[config.mk]
export PLATFORM = sky130hd
export DESIGN_NAME = rect_cmd_writer_flat
export DESIGN_NICKNAME = d
export VERILOG_FILES = /design/src/rtl/rect_cmd_writer_if.sv /design/src/rtl/rect_cmd_writer.sv /design/src/flat_wrapper.sv
export SDC_FILE = /design/constraint.sdc
export NUM_CORES = 1
export LEC_CHECK = 0
export CAP_MARGIN = 20
export CORE_ASPECT_RATIO = 0.9
export CORE_UTILIZATION = 35
export DETAILED_ROUTE_END_ITERATION = 12
export GPL_ROUTABILITY_DRIVEN = 1
export GPL_TIMING_DRIVEN = 0
export PLACE_DENSITY_LB_ADDON = 0.1
export SYNTH_ARGS = -nofsm -noshare
export SYNTH_HDL_FRONTEND = slang
export SYNTH_SLANG_ARGS = --single-unit
[constraint.sdc]
create_clock -name clk -period 5.9 [get_ports clk]
set_clock_uncertainty 0.05 [all_clocks]
set_input_delay 1.18 -clock clk [delete_from_list [all_inputs] [get_ports clk]]
set_output_delay 1.18 -clock clk [all_outputs]
set_load 0.02 [all_outputs]
[src/rtl/rect_cmd_writer_if.sv]
// Request, draw-queue and status bundle for rect_cmd_writer.
// The writer sits on the slave side. The requester or bench sits on the master side.
interface rect_cmd_writer_if;
  logic        req_valid;
  logic        req_ready;
  logic [6:0]  req_top;
  logic [6:0]  req_bottom;
  logic [7:0]  req_left;
  logic [7:0]  req_right;
  logic [2:0]  req_color;
  logic        req_swap;
  logic        full;
  logic        we;
  logic [15:0] data;
  logic        busy;
  logic [6:0]  lines_sent;
  logic [1:0]  dbg_state;

  modport slave (
    input  req_valid, req_top, req_bottom, req_left, req_right, req_color, req_swap, full,
    output req_ready, we, data, busy, lines_sent, dbg_state
  );

  modport master (
    output req_valid, req_top, req_bottom, req_left, req_right, req_color, req_swap, full,
    input  req_ready, we, data, busy, lines_sent, dbg_state
  );
endinterface

[src/rtl/rect_cmd_writer.sv]
// Rectangle command writer: turns a fill or swap request into header/span words for a draw queue.
// Optional macro RECT_CMD_CLIP_EN clamps lines to 119 and columns to 159 when a request is accepted.
module rect_cmd_writer (
  input  logic             clk,
  input  logic             reset,
  rect_cmd_writer_if.slave bus
);

  typedef enum logic [1:0] {IDLE = 2'd0, HDR = 2'd1, SPAN = 2'd2} state_t;

  state_t      r_state;
  state_t      w_state_nxt;
  logic [6:0]  r_line;
  logic [6:0]  r_bottom;
  logic [7:0]  r_left;
  logic [7:0]  r_right;
  logic [2:0]  r_color;
  logic        r_swap;
  logic        r_we;
  logic [15:0] r_data;
  logic [6:0]  r_lines_sent;

  logic [6:0]  w_top_c;
  logic [6:0]  w_bot_c;
  logic [7:0]  w_left_c;
  logic [7:0]  w_right_c;
  logic [6:0]  w_top_o;
  logic [6:0]  w_bot_o;
  logic [7:0]  w_left_o;
  logic [7:0]  w_right_o;
  logic        w_load;
  logic [6:0]  w_line_nxt;
  logic [6:0]  w_lines_nxt;
  logic [15:0] w_data_nxt;

`ifdef RECT_CMD_CLIP_EN
  assign w_top_c   = (bus.req_top    > 7'd119) ? 7'd119 : bus.req_top;
  assign w_bot_c   = (bus.req_bottom > 7'd119) ? 7'd119 : bus.req_bottom;
  assign w_left_c  = (bus.req_left   > 8'd159) ? 8'd159 : bus.req_left;
  assign w_right_c = (bus.req_right  > 8'd159) ? 8'd159 : bus.req_right;
`else
  assign w_top_c   = bus.req_top;
  assign w_bot_c   = bus.req_bottom;
  assign w_left_c  = bus.req_left;
  assign w_right_c = bus.req_right;
`endif

  // Order the clamped coordinates so the line walk always runs top to bottom.
  assign w_top_o   = (w_top_c  > w_bot_c)   ? w_bot_c   : w_top_c;
  assign w_bot_o   = (w_top_c  > w_bot_c)   ? w_top_c   : w_bot_c;
  assign w_left_o  = (w_left_c > w_right_c) ? w_right_c : w_left_c;
  assign w_right_o = (w_left_c > w_right_c) ? w_left_c  : w_right_c;

  // Handshakes: a request transfers on a rising edge with req_valid & req_ready.
  // A word transfers on a rising edge with we & !full. While full is high, state, we and data hold.
  always_comb begin
    w_state_nxt = r_state;
    w_load      = 1'b0;
    w_line_nxt  = r_line;
    w_lines_nxt = r_lines_sent;
    w_data_nxt  = r_data;
    case (r_state)
      IDLE: begin
        if (bus.req_valid) begin
          w_load      = 1'b1;
          w_state_nxt = HDR;
          w_line_nxt  = w_top_o;
          w_lines_nxt = 7'd0;
          w_data_nxt  = bus.req_swap ? {2'b01, 3'b000, 4'b0000, 7'd0}
                                     : {2'b00, bus.req_color, 4'b0000, w_top_o};
        end
      end
      HDR: begin
        if (!bus.full) begin
          if (r_swap) begin
            w_state_nxt = IDLE;
            w_data_nxt  = 16'h0000;
          end else begin
            w_state_nxt = SPAN;
            w_data_nxt  = {r_left, r_right};
          end
        end
      end
      SPAN: begin
        if (!bus.full) begin
          w_lines_nxt = (r_lines_sent == 7'd127) ? r_lines_sent : r_lines_sent + 7'd1;
          if (r_line < r_bottom) begin
            w_state_nxt = HDR;
            w_line_nxt  = r_line + 7'd1;
            w_data_nxt  = {2'b00, r_color, 4'b0000, r_line + 7'd1};
          end else begin
            w_state_nxt = IDLE;
            w_data_nxt  = 16'h0000;
          end
        end
      end
      default: begin
        w_state_nxt = IDLE;
        w_data_nxt  = 16'h0000;
      end
    endcase
  end

  always_ff @(posedge clk or negedge reset) begin
    if (!reset) begin
      r_state      <= IDLE;
      r_we         <= 1'b0;
      r_data       <= 16'h0000;
      r_line       <= 7'd0;
      r_lines_sent <= 7'd0;
    end else begin
      r_state      <= w_state_nxt;
      r_we         <= (w_state_nxt != IDLE);
      r_data       <= w_data_nxt;
      r_line       <= w_line_nxt;
      r_lines_sent <= w_lines_nxt;
    end
  end

  always_ff @(posedge clk or negedge reset) begin
    if (!reset) begin
      r_bottom <= 7'd0;
      r_left   <= 8'd0;
      r_right  <= 8'd0;
      r_color  <= 3'd0;
      r_swap   <= 1'b0;
    end else if (w_load) begin
      r_bottom <= w_bot_o;
      r_left   <= w_left_o;
      r_right  <= w_right_o;
      r_color  <= bus.req_color;
      r_swap   <= bus.req_swap;
    end
  end

  assign bus.req_ready  = (r_state == IDLE) & reset;
  assign bus.busy       = (r_state != IDLE);
  assign bus.we         = r_we;
  assign bus.data       = r_data;
  assign bus.lines_sent = r_lines_sent;
  assign bus.dbg_state  = r_state;

endmodule

[src/flat_wrapper.sv]
// flat-port wrapper written by rule: the top's interface ports become plain ports
module rect_cmd_writer_flat 
  (clk, reset, bus_req_valid, bus_req_top, bus_req_bottom, bus_req_left, bus_req_right, bus_req_color, bus_req_swap, bus_full, bus_req_ready, bus_we, bus_data, bus_busy, bus_lines_sent, bus_dbg_state);
  rect_cmd_writer_if bus_i ();
  input  logic clk;
  input  logic reset;
  input wire logic [$bits(bus_i.req_valid)-1:0] bus_req_valid;
  input wire logic [$bits(bus_i.req_top)-1:0] bus_req_top;
  input wire logic [$bits(bus_i.req_bottom)-1:0] bus_req_bottom;
  input wire logic [$bits(bus_i.req_left)-1:0] bus_req_left;
  input wire logic [$bits(bus_i.req_right)-1:0] bus_req_right;
  input wire logic [$bits(bus_i.req_color)-1:0] bus_req_color;
  input wire logic [$bits(bus_i.req_swap)-1:0] bus_req_swap;
  input wire logic [$bits(bus_i.full)-1:0] bus_full;
  output wire logic [$bits(bus_i.req_ready)-1:0] bus_req_ready;
  output wire logic [$bits(bus_i.we)-1:0] bus_we;
  output wire logic [$bits(bus_i.data)-1:0] bus_data;
  output wire logic [$bits(bus_i.busy)-1:0] bus_busy;
  output wire logic [$bits(bus_i.lines_sent)-1:0] bus_lines_sent;
  output wire logic [$bits(bus_i.dbg_state)-1:0] bus_dbg_state;
  assign bus_i.req_valid = bus_req_valid;
  assign bus_i.req_top = bus_req_top;
  assign bus_i.req_bottom = bus_req_bottom;
  assign bus_i.req_left = bus_req_left;
  assign bus_i.req_right = bus_req_right;
  assign bus_i.req_color = bus_req_color;
  assign bus_i.req_swap = bus_req_swap;
  assign bus_i.full = bus_full;
  assign bus_req_ready = bus_i.req_ready;
  assign bus_we = bus_i.we;
  assign bus_data = bus_i.data;
  assign bus_busy = bus_i.busy;
  assign bus_lines_sent = bus_i.lines_sent;
  assign bus_dbg_state = bus_i.dbg_state;
  rect_cmd_writer u_core (.clk(clk), .reset(reset), .bus(bus_i));
endmodule
==> impl_metrics.yaml, run 1 <==
synth:
  yosys_warnings: 0
  yosysSeqAreaShare_pct: 43.1
  synth_fa_ha_area_share_pct: 8.26
  synth_flop_cell: "dfrtp_1"
  netlist_top_cells_area: "dfrtp_1 43%, mux2i_1 9.8%, ha_1 8.3%"
  async_flop_share_pct: 100
  synth_top_cell_by_area: "dfrtp_1"
  synth_compound_area_share_pct: 16.4
  netlist_top_cells_count: "60 x dfrtp_1, 42 x nand2_1, 37 x nor2_1"
  ys_seq_elements: 60
  synth_cell_types: 48
  synth-edff-count: 0
  yosysMostFrequentCell: "dfrtp_1"
  synth_top_family_by_area: "compound AO/OA/AOI/OAI gates"
  yosys.area_share.simple_pct: 15.5
  synth-xor-area-share_pct: 2.01
  synth.cell_area_um2: 3480
  syn-num-nets: 428
  syn_avg_cell_area_um2: 9.49
  muxShareOfSynthArea_pct: 9.77
  postSynthCellCount: 367
  synth_top_cell_area_share_pct: 43.1
clocking:
  hold_buffers: 0
  clkTransAtPathRegs_ns: 0.07
  cts_buffers: 9
  clock-sinks: 60
  postCtsSetupBuffers: 0
  cts_tree: "built"
  ctsLongestPathBuffers: 2
  insertion_delay_ns: 0.35
  root_buffer: "clkbuf_8"
  h-tree-depth: 3
  cts_resized: 0
floorplanning:
  core_um2: 9660
  initial_core_util_pct: 36.1
  num_rows: 34
  io_pins: 66
  die_y_um: 96.6
  die_w_um: 107
  die_area_um2: 10400
cells_and_area:
  fin_area_um2: 4510
  antenna_cells: 0
  final_nets: 504
  syn_to_final_growth_pct: 29.4
  drive_gt1_share_pct: 8.04
sta:
  finalHoldViolCount: 0
  finalSetupViolCount: 0
  maxSlewViolCount: 0
  max_freq_mhz: 259
  worst_slew_pin_slew_ns: 0.777
  relSlewSlack_pct: 48.2
  post-route-period-util_pct: 65.3
  period_needed_ns: 3.85
  rsz0062_at_grt: "false"
routing:
  detail_route.wl_per_cell_um: 15.5
  detailedRoute.firstPassIterationCount: 6
  ant_nets: 0
  drc_errors: 0
  vias_per_cell: 5.02
  wl_um: 8880
  drt_iter0_drc: 155
  num_vias: 2883
critical_path:
  r2r.worst_path.cells: 7
  cp-startpoint: "reset"
  path_class: "in -> out"
  crit_end: "bus_req_ready"
  end_kind: "primary output"
  r2r_slack_ns: 3.62
  arrival_ns: 2.62
  critical_path_required_ns: 4.67
  worstReg2RegStart: "u_core.r_line[4]"
  r2r-end: "u_core.r_line[2]"
  crit_fanout: 61
  worst_setup_path_start_kind: "input port"
global_routing:
  grt_usage_pct: 19.0
  grt_max_degree: 62
  antenna_found_initial: 0
  gr-total-overflow: 0
  grt_pass1_vias: 2893
  grt_pass1_wl_um: 15000
placement:
  gp_congestion: 0.791
  dp_hpwl_um: 6590
  postPlaceCellArea_um2: 4290
  io_buffers: 65
pwr:
  total_power_mw: 2.04
  power_density_nw_per_um2: 453
  ir_worst_vdd_mv: 0.326
  p_leak_nw: 2.06
status:
  status: "complete, no violations"
min_path:
  hold_start: "u_core.r_color[2]"
  min_path_type: "reg -> reg"
flow_run:
  drv_cap: 0
[cells by family after synthesis]
logic type,after synthesis
multiplexers,34
adder cells (fa/ha/maj),23
flip-flops,60
AO/OA/AOI/OAI,86
AND/OR/NAND/NOR,115
buffers and inverters,41
XOR/XNOR,8
[layout make-up]
class,instances,area [um^2]
buffer,14,70.1
fill,948,5150
timing repair buffer,65,648
tap,126,158
inverter,27,101
clock inverter,4,72.6
multi-input combinational,266,1810
sequential,60,1500
clock buffer,12,145
[power by group]
group | switching, mW | internal (mW)
clock network | 0.169 | 0.249
registers | 0.126 | 0.576
logic | 0.529 | 0.391
[through the flow]
| stage | TNS (ns) | cells | setup WS (ns) | util (%) | hold WS (ns) |
|---|---|---|---|---|---|
| final | 0 | 574 | 2.05 | 46.7 | 0.428 |
| after global routing | 0 | 574 | 1.87 | 46.7 | 0.452 |
| after CTS | 0 | 574 | 1.99 | 46.7 | 0.432 |
| after detailed placement | 0 | 558 | 1.99 | 44.4 | 0.415 |
| after global placement | -0.0187 | 558 | -0.0187 | 44.4 | 0.410 |
| after floorplan | 0 | 367 | 3.01 | - | 0.396 |
[worst max-delay path, stage by stage]
cell and delay (ns):
buf_4 0.60, and2_1 0.22, clkdlybuf4s50_1 0.59
[layout by cell type, fill, tap and decap left out, drive strengths merged, types with 2 or more instances in the layout]
cell,synthesis,routed
nor3,3,3
a221oi,3,3
ha,23,23
nor2,38,38
nand3,5,5
a211o,2,2
xor2,6,6
or2,4,4
clkbuf,8,20
mux2i,34,34
nand4,6,6
clkdlybuf4s50,0,64
bufinv,0,2
o21ai,30,30
a222oi,8,8
a22oi,2,2
and2,2,2
nor2b,3,3
a211oi,4,4
nor3b,2,2
a21o,2,2
xnor2,2,2
nand2,42,42
buf,6,7
dfrtp,60,60
inv,27,27
nand2b,3,3
and3,4,4
a21oi,29,29
[layer usage]
metal  vias up  track usage (%)  wire length [um]
met5         -                0                 0
met4         0             5.37               104
met3         9             4.72               541
met2        75             28.0              3900
met1      1348             27.5              4340
li1       1451                -                 -
[state kept, by name (all words and copies together), names as in the netlist]
| register | cells |
|---|---|
| u_core.bus.data | 16 |
| u_core.bus.dbg_state | 2 |
| u_core.bus.lines_sent | 7 |
| u_core.bus.we | 1 |
| u_core.r_bottom | 7 |
| u_core.r_color | 3 |
| u_core.r_left | 8 |
| u_core.r_line | 7 |
| u_core.r_right | 8 |
| u_core.r_swap | 1 |
[worst min-delay path by stage]
stage	slack (ns)	cells after the start	endpoint
finish	0.43	2	u_core.r_color[2]
global route	0.45	2	u_core.bus.data[7]
CTS	0.43	2	u_core.r_color[2]
detailed placement	0.42	2	u_core.r_color[2]
global placement	0.41	2	u_core.r_color[2]
floorplan	0.40	2	u_core.r_swap
No activity file was read; power rests on OpenSTA's default activity.
==> inputs of run 2 (changes only) <==
==> constraint.sdc (replaced) <==
create_clock -name clk -period 3.8 [get_ports clk]
set_clock_uncertainty 0.05 [all_clocks]
set_input_delay 0.76 -clock clk [delete_from_list [all_inputs] [get_ports clk]]
set_output_delay 0.76 -clock clk [all_outputs]
set_load 0.02 [all_outputs]
==> results of run 2 <==
The final DEF is identical to that of run 1. Status: complete, no violations.
Among the figures that moved: setup slack after placement 1.99 ns -> 0.520 ns; setup slack after layout 2.05 ns -> 0.786 ns; register-to-register setup slack 3.62 ns -> 1.52 ns; total power 2.04 mW -> 3.17 mW; worst IR drop on VDD 0.326 mV -> 0.506 mV
==> inputs of run 3 (changes only) <==
==> constraint.sdc (replaced) <==
create_clock -name clk -period 2.79 [get_ports clk]
set_clock_uncertainty 0.05 [all_clocks]
set_input_delay 0.558 -clock clk [delete_from_list [all_inputs] [get_ports clk]]
set_output_delay 0.558 -clock clk [all_outputs]
set_load 0.02 [all_outputs]
==> impl_metrics.yaml, run 3 (synthesis results as in run 1) <==
flow_run:
  drv_cap: 0
placement:
  pre_cts_ws_ns: -0.288
  gp_congestion: 0.791
  dp_hpwl_um: 6590
  io_buffers: 65
  postPlaceCellArea_um2: 4290
critical_path:
  worstReg2RegStart: "u_core.r_line[4]"
  crit_end: "bus_req_ready"
  crit_fanout: 61
  critical_path_required_ns: 2.18
  end_kind: "primary output"
  arrival_ns: 2.00
  r2r_slack_ns: 0.50
  path_class: "in -> out"
  worst_setup_path_start_kind: "input port"
  r2r-end: "u_core.r_line[2]"
  cp-startpoint: "reset"
  r2r.worst_path.cells: 7
routing:
  vias_per_cell: 5.00
  drc_errors: 0
  wl_um: 8880
  detailedRoute.firstPassIterationCount: 5
  ant_nets: 0
  num_vias: 2874
  detail_route.wl_per_cell_um: 15.4
  drt_iter0_drc: 140
sta:
  rsz0062_at_grt: "true"
  maxSlewViolCount: 0
  worst_slew_pin_slew_ns: 0.777
  finalHoldViolCount: 0
  period_needed_ns: 2.61
  worst_slack_ns: 0.180
  max_freq_mhz: 383
  relSlewSlack_pct: 48.2
  finalSetupViolCount: 0
  post-route-period-util_pct: 93.5
floorplanning:
  die_y_um: 96.6
  initial_core_util_pct: 36.1
  die_area_um2: 10400
  io_pins: 66
  die_w_um: 107
  num_rows: 34
  core_um2: 9660
cells_and_area:
  final_nets: 505
  fin_area_um2: 4520
  final_cell_mix: "64 x clkdlybuf4s50_1, 60 x dfrtp_1, 42 x nand2_1"
  antenna_cells: 0
  syn_to_final_growth_pct: 29.9
  drive_gt1_share_pct: 8.46
  num-fill-cells: 945
  final_common_cell: "clkdlybuf4s50_1"
  largest_reg_flops: 16
global_routing:
  grt_usage_pct: 19.0
  grt_pass1_vias: 2893
  grt_max_degree: 62
  antenna_found_initial: 0
  gr-total-overflow: 0
  grt_pass1_wl_um: 15000
clocking:
  h-tree-depth: 3
  root_buffer: "clkbuf_8"
  insertion_delay_ns: 0.35
  hold_buffers: 0
  clock-sinks: 60
  clkTransAtPathRegs_ns: 0.07
  cts_tree: "built"
  cts_buffers: 9
  ctsLongestPathBuffers: 2
pwr:
  p_leak_nw: 2.07
  power_density_nw_per_um2: 954
  ir_worst_vdd_mv: 0.689
min_path:
  min_path_type: "in -> async"
status:
  status: "complete, no violations"
==> run 3: cell count changes in the layout (fill, tap and decap cells not counted), sizes merged <==
cell	before	now
buf	7	8
==> run 3: timing repair <==
action | in CTS | in global routing
resized for setup | 0 | 2
buffers inserted | 0 | 1
endpoints found under the setup margin | 0 | 12
==> run 3: cell type report <==
class | count | area [um^2] | area share [%]
clock buffer | 12 | 145 | 3.21
tap | 126 | 158 | 3.48
inverter | 27 | 101 | 2.24
timing repair buffer | 66 | 656 | 14.5
sequential | 60 | 1500 | 33.2
clock inverter | 4 | 72.6 | 1.60
buffer | 14 | 70.1 | 1.55
multi-input combinational | 266 | 1820 | 40.2
==> run 3: metrics by stage <==
| stage | TNS [ns] | power [mW] | cells | util, % | hold slack (ns) |
|---|---|---|---|---|---|
| after floorplan | 0 | 2.71 | 367 | - | 0.212 |
| after global placement | -63.22 | 3.43 | 558 | 44.4 | 0.410 |
| after detailed placement | -4.67 | 3.45 | 558 | 44.4 | 0.415 |
| after CTS | 0 | 4.36 | 574 | 46.7 | 0.263 |
| after global routing | -0.00781 | 4.68 | 575 | 46.9 | 0.295 |
| final | 0 | 4.32 | 575 | 46.9 | 0.234 |
==> run 3: how the worst min path moves through the flow <==
stage / startpoint / endpoint / slack [ns] / cells after the start
floorplan: reset / u_core.bus.data[0] / 0.21 / 0
global placement: u_core.r_color[2] / u_core.r_color[2] / 0.41 / 2
detailed placement: u_core.r_color[2] / u_core.r_color[2] / 0.42 / 2
CTS: reset / u_core.r_bottom[1] / 0.26 / 1
global route: reset / u_core.r_bottom[1] / 0.30 / 1
finish: reset / u_core.r_bottom[1] / 0.23 / 1
==> run 3: critical path: stages <==
cell and delay (ns):
buf_4 0.59, and2_1 0.22, clkdlybuf4s50_1 0.59
==> run 3: layer usage <==
metal / wire length, um / global-route usage (%) / vias to the layer above
met3: 467 / 4.72 / 7
met2: 3940 / 28.0 / 69
li1: - / - / 1458
met4: 76 / 5.37 / 0
met5: 0 / 0 / -
met1: 4390 / 27.5 / 1340
==> run 3: report_power, final <==
group,switching [mW],total [mW],leakage (nW),internal [mW]
Clock,0.355,0.881,0.107,0.527
Sequential,0.268,1.49,0.733,1.22
Combinational,1.12,1.95,1.23,0.830
Total,1.74,4.32,2.07,2.58
